## src/rtl/pipeline_flow_ctrl.sv

```systemverilog
// rtl/pipeline_flow_ctrl.sv - flow control around a 3-stage global-stall pipeline
// Feeds the pipeline from a valid/ready source, sequences flushes, and buffers results in a FWFT FIFO.
module pipeline_flow_ctrl #(
  parameter int DATA_W = 32,
  parameter int DEPTH  = 8
) (
  input  logic                       clk,
  input  logic                       reset,
  input  logic [DATA_W-1:0]          src_data,
  input  logic                       src_valid,
  output logic                       src_ready,
  input  logic                       flush_req,
  output logic [DATA_W-1:0]          pipe_inputs,
  output logic                       pipe_in_valid,
  output logic                       pipe_flush,
  output logic                       pipe_stall,
  input  logic [DATA_W-1:0]          pipe_outputs,
  input  logic                       pipe_out_valid,
  input  logic                       pipe_out_flush,
  output logic [DATA_W-1:0]          dst_data,
  output logic                       dst_valid,
  input  logic                       dst_ready,
  output logic [$clog2(DEPTH):0]     fifo_count,
  output logic                       err_overflow
);

  localparam int AW    = $clog2(DEPTH);
  localparam int CNT_W = AW + 1;

  typedef enum logic [1:0] {IDLE, FLUSH, DRAIN} state_t;

  state_t            state, state_nxt;
  logic [DATA_W-1:0] mem [DEPTH];
  logic [AW-1:0]     wr_ptr, rd_ptr;
  logic              stall_q;
  logic              capture, push, pop, full;

  always_ff @(posedge clk or negedge reset) begin
    if (!reset) state <= IDLE;
    else        state <= state_nxt;
  end

  always_comb begin
    state_nxt  = state;
    pipe_flush = 1'b0;
    case (state)
      IDLE:    if (flush_req) state_nxt = FLUSH;
      FLUSH: begin
        pipe_flush = 1'b1;
        state_nxt  = DRAIN;
      end
      DRAIN:   if (pipe_out_flush) state_nxt = IDLE;
      default: state_nxt = IDLE;
    endcase
  end

  // Stall leaves 4 free slots: 3 in-flight items plus the one already at the pipe output.
  assign pipe_stall    = (state == IDLE) && (fifo_count >= CNT_W'(DEPTH - 4));
  assign src_ready     = (state == IDLE) && !pipe_stall;
  assign pipe_in_valid = src_valid && src_ready && reset;
  assign pipe_inputs   = src_data;

  // stall_q blocks re-capture of an output the pipeline is holding during a stall.
  assign capture   = pipe_out_valid && !stall_q && (state != DRAIN);
  assign full      = (fifo_count == CNT_W'(DEPTH));
  assign dst_valid = (fifo_count != '0);
  assign pop       = dst_valid && dst_ready;
  assign push      = capture && (!full || pop);
  assign dst_data  = reset ? mem[rd_ptr] : '0;

  always_ff @(posedge clk) begin
    if (push) mem[wr_ptr] <= pipe_outputs;
  end

  always_ff @(posedge clk or negedge reset) begin
    if (!reset) begin
      wr_ptr       <= '0;
      rd_ptr       <= '0;
      fifo_count   <= '0;
      stall_q      <= 1'b0;
      err_overflow <= 1'b0;
    end else begin
      stall_q <= pipe_stall;
      if (push) wr_ptr <= wr_ptr + 1'b1;
      if (pop)  rd_ptr <= rd_ptr + 1'b1;
      case ({push, pop})
        2'b10:   fifo_count <= fifo_count + 1'b1;
        2'b01:   fifo_count <= fifo_count - 1'b1;
        default: fifo_count <= fifo_count;
      endcase
      if (capture && full && !pop) err_overflow <= 1'b1;
    end
  end

endmodule

```

## config.mk

```make
export PLATFORM = sky130hd
export DESIGN_NAME = pipeline_flow_ctrl
export DESIGN_NICKNAME = d
export VERILOG_FILES = /design/src/rtl/pipeline_flow_ctrl.sv
export SDC_FILE = /design/constraint.sdc
export NUM_CORES = 1
export LEC_CHECK = 0
export CAP_MARGIN = 40
export CORE_UTILIZATION = 30
export CTS_CLUSTER_SIZE = 8
export DETAILED_ROUTE_END_ITERATION = 16
export HOLD_SLACK_MARGIN = 0.1
export SKIP_LAST_GASP = 1
export SLEW_MARGIN = 40
export SYNTH_ARGS = -nofsm -noshare
export SYNTH_HDL_FRONTEND = slang
export SYNTH_SLANG_ARGS = --single-unit
export TNS_END_PERCENT = 20
```

## constraint.sdc

```tcl
create_clock -name clk -period 4.9 [get_ports clk]
set_input_delay 0.49 -clock clk [delete_from_list [all_inputs] [get_ports clk]]
set_output_delay 0.49 -clock clk [all_outputs]
set_load 0.01 [all_outputs]
```

==> results.sh, run 1 <==
export IMPL_ff2ff_setup_slack_ns=2.25
export IMPL_dieArea_um2=36770
export IMPL_crit_buf_inv=2
export IMPL_worstPathCellList="buf_12 > mux4_2 > mux2i_1 > nor2b_1 > clkdlybuf4s50_1"
export IMPL_cp_arrival_ns=2.88
export IMPL_die_w_um=191.8
export IMPL_setup_viol=0
export IMPL_synth_ff_type="edfxtp_1"
export IMPL_track_usage_pct=12.89
export IMPL_fin_hold_ws_ns=0.4635
export IMPL_r2r_end="fifo_count[2]$_DFFE_PN0P_"
export IMPL_cts_max_level=2
export IMPL_placed_cell_area_um2=12140
export IMPL_drtIter0Drc=244
export IMPL_rows=69
export IMPL_r2r_cells=10
export IMPL_initial_utilization_pct=30.44
export IMPL_hold_depth=1
export IMPL_clock_latency_ns=0.52
export IMPL_min_from="err_overflow$_DFFE_PN0P_"
export IMPL_wl_um=23130
export IMPL_rsz0062_at_grt="false"
export IMPL_p_leak_nw=4.297
export IMPL_ys_async_sr_fraction_pct=5.185
export IMPL_tritoncts="done"
export IMPL_post_synth_top_area_cell="edfxtp_1"
export IMPL_clk_path_buf_depth=3
export IMPL_power_density_nw_per_um2=569.5
export IMPL_ctsRootBufferMaster="clkbuf_16"
export IMPL_dp_slack_ns=1.787
export IMPL_max_freq_ghz=0.2969
export IMPL_grt_first_pass_wirelength_um=34990
export IMPL_postSynthAreaPerCell_um2=21.22
export IMPL_vdd_ir_drop_max_uv=275.0
export IMPL_maxCapViolations=0
export IMPL_core_um2=35480
export IMPL_numClockSinks=270
export IMPL_grt_start_max_net_pins=48
export IMPL_hold_class="flop to flop"
export IMPL_grt_pass1_vias=5690
export IMPL_cp_slowest_cell="dfrtp_4"
export IMPL_yosys_warnings=0
export IMPL_endpoint_kind="output pin"
export IMPL_max_slew_margin_pct=50.92
export IMPL_clk_pin_slew_worst_paths_ns=0.05
export IMPL_synth_cell_type_count=34
export IMPL_post_cts_buffers=0
export IMPL_status="complete, no violations"
export IMPL_synth_edff_count=256
export IMPL_drive_gt1_share_pct=23.54
export IMPL_syn_area_um2=10800
export IMPL_die_y_um=191.8
export IMPL_min_to="err_overflow$_DFFE_PN0P_"
export IMPL_grt_overflow=0
export IMPL_yosysSeqAreaShare_pct=74.41
export IMPL_final_nets=675
export IMPL_post_cts_resized=0
export IMPL_tns_ns=0
export IMPL_period_minus_slack_ns=3.368
export IMPL_synthTopCellsByArea="edfxtp_1, mux4_2, dfrtp_1, mux2i_1, buf_4"
export IMPL_crit_start="rd_ptr[0]$_DFFE_PN0P_"
export IMPL_hold_violations=0
export IMPL_cp_start_kind="flop"
export IMPL_gp_congestion=0.6544
export IMPL_dp_hpwl_um=14070
export IMPL_synth_top_area_share_pct=71.17
export IMPL_synth_most_common_cell="edfxtp_1"
export IMPL_io_buffers=80
export IMPL_antenna_found_initial=1
export IMPL_avgRoutedWirePerCell_um=21.46
export IMPL_fillCellCount=3163
export IMPL_crit_type="flop to output pin"
export IMPL_slew_violations=0
export IMPL_netlist_instances=509
export IMPL_antenna_left=0
export IMPL_critPathMaxFanout=26
export IMPL_synthesis_nets=585
export IMPL_ys_ff_latch=270
export IMPL_worstPathRequired_ns=4.41
export IMPL_rr_startpoint="state[1]$_DFFE_PN0P_"
export IMPL_vias=5085
export IMPL_via_per_inst=4.717
export IMPL_syn_to_final_growth_pct=22.65
export IMPL_setup_ws_ns=1.532
export IMPL_critical_path_top_delay_family="multiplexers"
export IMPL_numCtsBuffers=40
export IMPL_final_util_pct=37.34
export IMPL_final_cell_area_um2=13250
export IMPL_pin_count=145
export IMPL_critPathMaxStageDelay_ns=0.65
export IMPL_finClkSkew_ns=0.02032
export IMPL_drcViolationCount=0
export IMPL_synth_common_cells="edfxtp_1, mux4_2, nor2b_1"
export IMPL_tightest_slew_ns=0.7362
export IMPL_timing_final_crit_share_pct=68.74
export IMPL_dr_pass1_iters=4
==> sequential cells by signal (all words and copies together), names as in the netlist <==
register      count
state             2
err_overflow      1
stall_q           1
mem             256
wr_ptr            3
rd_ptr            3
fifo_count        4
==> routing by layer <==
layer | global-route usage [%] | wire length, um | up-vias | share of wire [%]
li1 | - | - | 2216 | -
met3 | 3.198 | 1145 | 50 | 4.9
met1 | 15.88 | 9878 | 2702 | 43
met4 | 4.304 | 448 | 0 | 1.9
met5 | 0 | 0 | - | 0
met2 | 22.02 | 11660 | 117 | 50
==> power by group <==
part / switching [mW] / internal [mW] / total, mW
Combinational: 0.889 / 1.13 / 2.02
Sequential: 0.319 / 2.82 / 3.14
Clock: 0.906 / 1.48 / 2.39
Total: 2.11 / 5.43 / 7.54
==> cell type report <==
class	instances	area [um^2]	share of cell area (%)
sequential	270	8049	60.76
clock inverter	4	37.54	0.2833
timing repair buffer	102	1101	8.311
multi-input combinational	183	2416	18.24
clock buffer	55	1057	7.981
inverter	2	7.507	0.05667
antenna	1	2.502	0.01889
tap	461	576.8	4.354
==> worst register-to-register path, delay by kind of cell, from the launching register on <==
kind | cells | cell delay (ns)
AND/OR/NAND/NOR | 4 | 0.94
flip-flops | 1 | 0.41
adder cells (fa/ha/maj) | 2 | 0.53
XOR/XNOR | 3 | 0.49
AO/OA/AOI/OAI | 1 | 0.17
==> cell families (layout without fill, tap and decap cells) <==
| group | Yosys count | in the layout | synth area share (%) |
|---|---|---|---|
| DFF | 270 | 270 | 74.41 |
| adders and majority gates | 5 | 5 | 0.5792 |
| buffers and inverters | 56 | 163 | 3.672 |
| other | 0 | 1 | 0 |
| AOI/OAI and AO/OA | 6 | 6 | 0.3708 |
| muxes | 99 | 99 | 16.62 |
| xor gates and xnor gates | 9 | 9 | 0.7297 |
| and+or+nand+nor | 64 | 64 | 3.614 |
==> layout by cell type (no fill, tap or decap), types with 2 or more instances in the layout <==
cell type	n
a21oi_1	2
buf_12	3
buf_16	3
buf_4	11
buf_8	5
clkbuf_1	15
clkbuf_16	40
clkdlybuf4s50_1	79
dfrtp_1	11
dfrtp_4	3
edfxtp_1	256
ha_1	5
inv_1	2
mux2_1	2
mux2i_1	32
mux4_2	64
nand2_1	4
nand2b_1	2
nand3_1	3
nor2_1	3
nor2_4	3
nor2b_1	34
nor3_2	4
nor4_2	2
nor4b_1	2
xnor2_1	5
xor2_1	4
==> stage by stage <==
step	power, mW	instances
2_1_floorplan	4.442	509
3_3_place_gp	5.143	1007
3_5_place_dp	5.261	1017
4_1_cts	7.682	1077
5_1_grt	7.898	1077
6_report	7.545	1078
==> how the worst max path moves through the flow <==
stage | to | cells past startpoint | slack (ns)
floorplan | mem[0][0]$_DFFE_PP_ | 4 | 0.36
global placement | mem[6][3]$_DFFE_PP_ | 4 | 1.59
detailed placement | fifo_count[2]$_DFFE_PN0P_ | 11 | 1.79
CTS | dst_data[25] | 5 | 1.41
global route | dst_data[25] | 5 | 1.36
finish | dst_data[25] | 5 | 1.53
==> repair_timing <==
| item | 4_1_cts | 5_1_grt |
|---|---|---|
| hold buffers | 1 | 0 |
| endpoints found under the hold margin | 14 | 0 |
| endpoints found under the setup margin | 0 | 0 |
Note: power is estimated with default switching activity, not from simulation.
==> inputs of run 2 (changes only) <==
clock period = 3.41 ns   (was 4.9 ns; I/O delays follow)
==> run 2 against run 1 <==
Against the previous run: combinational power increased by 48%; via count decreased by 0.83%; count of clock-buffer cells in the layout increased by 1; power is 43% higher; worst hold slack got worse by 0.15 ns; utilization fell by 0.23 points; register-to-register slack worse by 1.3 ns; critical path depth unchanged; critical endpoint is now dst_data[30].
==> results.sh, run 2 (synthesized netlist as in run 1, its figures left out) <==
export IMPL_final_nets=674
export IMPL_placed_cell_area_um2=12080
export IMPL_clock_latency_ns=0.51
export IMPL_crit_type="flop to output pin"
export IMPL_post_cts_resized=0
export IMPL_drive_gt1_share_pct=23.58
export IMPL_period_minus_slack_ns=3.117
export IMPL_tritoncts="done"
export IMPL_postCtsHoldBufs=0
export IMPL_clk_pin_slew_worst_paths_ns=0.05
export IMPL_grt_first_pass_wirelength_um=34050
export IMPL_hold_class="input port to async pin"
export IMPL_endpoint_kind="output pin"
export IMPL_dp_cells=1018
export IMPL_post_cts_buffers=0
export IMPL_final_cell_mix="edfxtp_1, clkdlybuf4s50_1, mux4_2"
export IMPL_core_um2=35480
export IMPL_wl_um=22750
export IMPL_numClockSinks=270
export IMPL_power_density_nw_per_um2=818.8
export IMPL_antenna_left=0
export IMPL_finalPower_mw=10.78
export IMPL_hold_violations=0
export IMPL_fin_cells=1077
export IMPL_dp_hpwl_um=13110
export IMPL_track_usage_pct=12.65
export IMPL_tightest_slew_ns=0.6569
export IMPL_avgRoutedWirePerCell_um=21.13
export IMPL_grt_pass1_vias=5541
export IMPL_cts_max_level=2
export IMPL_drcViolationCount=0
export IMPL_regMostFlops="mem"
export IMPL_via_per_inst=4.682
export IMPL_io_buffers=80
export IMPL_clk_path_buf_depth=3
export IMPL_worstPathRequired_ns=3.07
export IMPL_p_leak_nw=4.270
export IMPL_rows=69
export IMPL_final_common_cell="edfxtp_1"
export IMPL_setup_viol=0
export IMPL_die_w_um=191.8
export IMPL_gp_congestion=0.6768
export IMPL_ctsRootBufferMaster="clkbuf_16"
export IMPL_slew_violations=0
export IMPL_syn_to_final_growth_pct=21.88
export IMPL_final_util_pct=37.10
export IMPL_antenna_found_initial=2
export IMPL_fillCellCount=3174
export IMPL_grt_overflow=0
export IMPL_vdd_ir_drop_max_uv=380.6
export IMPL_initial_utilization_pct=30.44
export IMPL_rsz0062_at_grt="false"
export IMPL_largest_reg_flops=256
export IMPL_max_freq_ghz=0.3208
export IMPL_vias=5043
export IMPL_maxCapViolations=0
export IMPL_dr_pass1_iters=6
export IMPL_critPathMaxFanout=36
export IMPL_top_regs="mem x256, fifo_count x4"
export IMPL_numCtsBuffers=39
export IMPL_pin_count=145
export IMPL_status="complete, no violations"
export IMPL_timing_final_crit_share_pct=91.41
export IMPL_r2r_cells=10
export IMPL_finClkSkew_ns=0.01267
export IMPL_grt_start_max_net_pins=37
export IMPL_cp_arrival_ns=2.78
export IMPL_dieArea_um2=36770
export IMPL_final_cell_area_um2=13170
export IMPL_max_slew_margin_pct=56.21
export IMPL_drtIter0Drc=288
export IMPL_cp_start_kind="flop"
export IMPL_die_y_um=191.8
-- run 2: cell count changes in the layout (fill, tap and decap cells not counted), sizes merged --
| cell | previous run | this run |
|---|---|---|
| clkinv | 3 | 1 |
| buf | 22 | 23 |
| clkbuf | 55 | 56 |
| dlygate4sd3 | 1 | 0 |
-- run 2: layer usage --
metal,up-vias,GRT usage [%],routed length [um]
met2,115,21.74,11650
met1,2658,15.47,9392
met3,60,3.289,1212
li1,2208,-,-
met5,-,0,12
met4,2,3.968,490
-- run 2: layout make-up --
cell class	instances	area [um^2]	area share, %
antenna	1	2.502	0.01901
clock buffer	56	1061	8.059
clock inverter	2	25.02	0.1901
inverter	2	7.507	0.05702
multi-input combinational	183	2425	18.42
sequential	270	8044	61.10
tap	461	576.8	4.381
timing repair buffer	102	1023	7.774
-- run 2: where the power goes --
part / switching, mW / leakage, nW / internal (mW) / total [mW]
sequential: 0.332 / 2.48 / 4.05 / 4.38
combinational: 1.37 / 1.27 / 1.61 / 2.99
clock: 1.28 / 0.523 / 2.13 / 3.41
total: 2.99 / 4.27 / 7.79 / 10.8
-- run 2: through the flow --
stage / hold WS [ns] / worst slack (ns) / setup TNS, ns
final: 0.3163 / 0.2930 / 0
after global routing: 0.3628 / 0.1221 / 0
after CTS: 0.3539 / 0.1913 / 0
after detailed placement: 0.4965 / 0.6541 / 0
after global placement: 0.4848 / 0.6422 / 0
after floorplan: 0.04541 / -0.2943 / -36.11
-- run 2: critical path, stage by stage (launching register included) --
cell and delay (ns):
dfrtp_4 0.58, buf_12 0.32, mux4_2 0.55, mux2i_1 0.22, nor2b_1 0.08, clkdlybuf4s50_1 0.49
-- run 2: path summary, 6_finish.rpt --
check	start	end	slack, ns
hold reg to reg	err_overflow$_DFFE_PN0P_	err_overflow$_DFFE_PN0P_	0.49
min in group clk	flush_req	state[0]$_DFFE_PN0P_	0.41
max in group asynchronous	reset	rd_ptr[0]$_DFFE_PN0P_	2.71
setup / recovery	rd_ptr[0]$_DFFE_PN0P_	dst_data[30]	0.29
setup reg to reg	state[1]$_DFFE_PN0P_	fifo_count[2]$_DFFE_PN0P_	0.95
hold / removal	reset	fifo_count[1]$_DFFE_PN0P_	0.32
==> inputs of run 3 (changes only) <==
SETUP_SLACK_MARGIN = 0.5   (was not set)
==> run 3 against run 2 <==
Against the previous run: worst setup slack gained 0.19 ns; worst hold slack gained 0.0016 ns; design area grew 1.7%; critical path type unchanged; critical endpoint is now dst_data[22]; largest power group unchanged.
==> results.sh, run 3 (synthesized netlist as in run 1, its figures left out) <==
export IMPL_clock_latency_ns=0.51
export IMPL_wl_um=23470
export IMPL_clk_path_buf_depth=3
export IMPL_seqCellArea_um2=8049
export IMPL_grt_overflow=0
export IMPL_antenna_left=0
export IMPL_fillCellCount=3151
export IMPL_setup_viol=0
export IMPL_tritoncts="done"
export IMPL_final_nets=684
export IMPL_numClockSinks=270
export IMPL_rsz0062_at_grt="true"
export IMPL_status="complete, no violations"
export IMPL_endpoint_kind="output pin"
export IMPL_pin_count=145
export IMPL_largest_reg_flops=256
export IMPL_period_minus_slack_ns=2.926
export IMPL_io_buffers=80
export IMPL_grt_pass1_vias=5579
export IMPL_multiInputGateArea_um2=2445
export IMPL_final_util_pct=37.73
export IMPL_drtIter0Drc=339
export IMPL_rows=69
export IMPL_dieArea_um2=36770
export IMPL_clk_pin_slew_worst_paths_ns=0.05
export IMPL_via_per_inst=4.706
export IMPL_critPathMaxStageDelay_ns=0.59
export IMPL_slew_violations=0
export IMPL_crit_type="flop to output pin"
export IMPL_grt_start_max_net_pins=33
export IMPL_syn_to_final_growth_pct=23.95
export IMPL_max_slew_margin_pct=61.83
export IMPL_vias=5115
export IMPL_p_leak_nw=4.402
export IMPL_hold_violations=0
export IMPL_worstPathCellList="buf_12 > clkbuf_16 > mux4_2 > mux2i_1 > nor2b_1 > clkdlybuf4s50_1"
export IMPL_tightest_slew_ns=0.5725
export IMPL_cp_slowest_cell="clkdlybuf4s50_1"
export IMPL_die_y_um=191.8
export IMPL_placed_cell_area_um2=12080
export IMPL_ff2ff_setup_slack_ns=0.95
export IMPL_final_cell_area_um2=13390
export IMPL_top_regs="mem x256, fifo_count x4"
export IMPL_initial_utilization_pct=30.44
export IMPL_critical_path_top_delay_family="buffers and inverters"
export IMPL_drcViolationCount=0
export IMPL_cp_arrival_ns=2.58
export IMPL_fin_hold_ws_ns=0.3179
export IMPL_max_freq_ghz=0.3418
export IMPL_regMostFlops="mem"
export IMPL_hold_class="input port to async pin"
export IMPL_numCtsBuffers=39
export IMPL_die_w_um=191.8
export IMPL_critPathMaxFanout=10
export IMPL_drive_gt1_share_pct=25.76
export IMPL_final_cell_mix="edfxtp_1, clkdlybuf4s50_1, mux4_2"
export IMPL_antenna_found_initial=2
export IMPL_worstPathRequired_ns=3.07
export IMPL_maxCapViolations=0
export IMPL_track_usage_pct=12.86
export IMPL_cts_max_level=2
export IMPL_grt_first_pass_wirelength_um=34530
export IMPL_dp_hpwl_um=13110
export IMPL_setup_ws_ns=0.4844
export IMPL_core_um2=35480
export IMPL_finClkSkew_ns=0.01366
export IMPL_cp_start_kind="flop"
export IMPL_dr_pass1_iters=6
export IMPL_dp_slack_ns=0.6541
export IMPL_power_density_nw_per_um2=831.9
export IMPL_vdd_ir_drop_max_uv=387.6
export IMPL_final_common_cell="edfxtp_1"
export IMPL_gp_congestion=0.6768
export IMPL_ctsRootBufferMaster="clkbuf_16"
export IMPL_crit_buf_inv=3
export IMPL_avgRoutedWirePerCell_um=21.59
export IMPL_timing_final_crit_share_pct=85.80
-- run 3: worst paths after layout --
path                                          start                   endpoint  depth (start not counted)
max in group asynchronous                     reset      rd_ptr[2]$_DFFE_PN0P_                          3
setup reg to reg               state[1]$_DFFE_PN0P_  fifo_count[2]$_DFFE_PN0P_                         10
hold reg to reg            err_overflow$_DFFE_PN0P_   err_overflow$_DFFE_PN0P_                          1
min in group clk                          flush_req       state[0]$_DFFE_PN0P_                          2
setup / recovery              rd_ptr[0]$_DFFE_PN0P_               dst_data[22]                          6
hold / removal                                reset  fifo_count[1]$_DFFE_PN0P_                          2
-- run 3: per-stage QoR --
| step | TNS (ns) | power [mW] | cells |
|---|---|---|---|
| 3_3_place_gp | 0 | 7.450 | 1018 |
| 5_1_grt | 0 | 11.64 | 1086 |
| 2_1_floorplan | -36.11 | 6.385 | 509 |
| 4_1_cts | 0 | 11.11 | 1080 |
| 3_5_place_dp | 0 | 7.516 | 1018 |
| 6_report | 0 | 11.14 | 1087 |
-- run 3: what timing repair did --
| action | CTS | global route |
|---|---|---|
| hold buffers | 0 | 0 |
| cloned | 1 | 3 |
| setup endpoints to repair | 32 | 31 |
| resized for setup | 5 | 9 |
| setup buffers | 3 | 3 |
-- run 3: area by class of cell --
class	count	area share [%]
diodes	1	0.01869
clock buffers	56	7.925
clock inverters	2	0.1869
inverters	2	0.05607
multi-input cells	183	18.26
flip-flops and latches	270	60.12
well taps	461	4.308
repair buffers	112	9.130
-- run 3: layer usage --
metal / part of all wire (%) / GRT usage (%) / wire (um)
met3: 5.4 / 3.435 / 1265
met2: 50 / 21.70 / 11790
met5: 0.047 / 0 / 11
met4: 2.1 / 4.151 / 487
met1: 42 / 15.98 / 9919
-- run 3: power by group --
| group | internal [mW] | total, mW | switching (mW) |
|---|---|---|---|
| logic | 1.84 | 3.37 | 1.53 |
| clock network | 2.13 | 3.42 | 1.30 |
| registers | 4.06 | 4.34 | 0.284 |
| total | 8.03 | 11.1 | 3.11 |
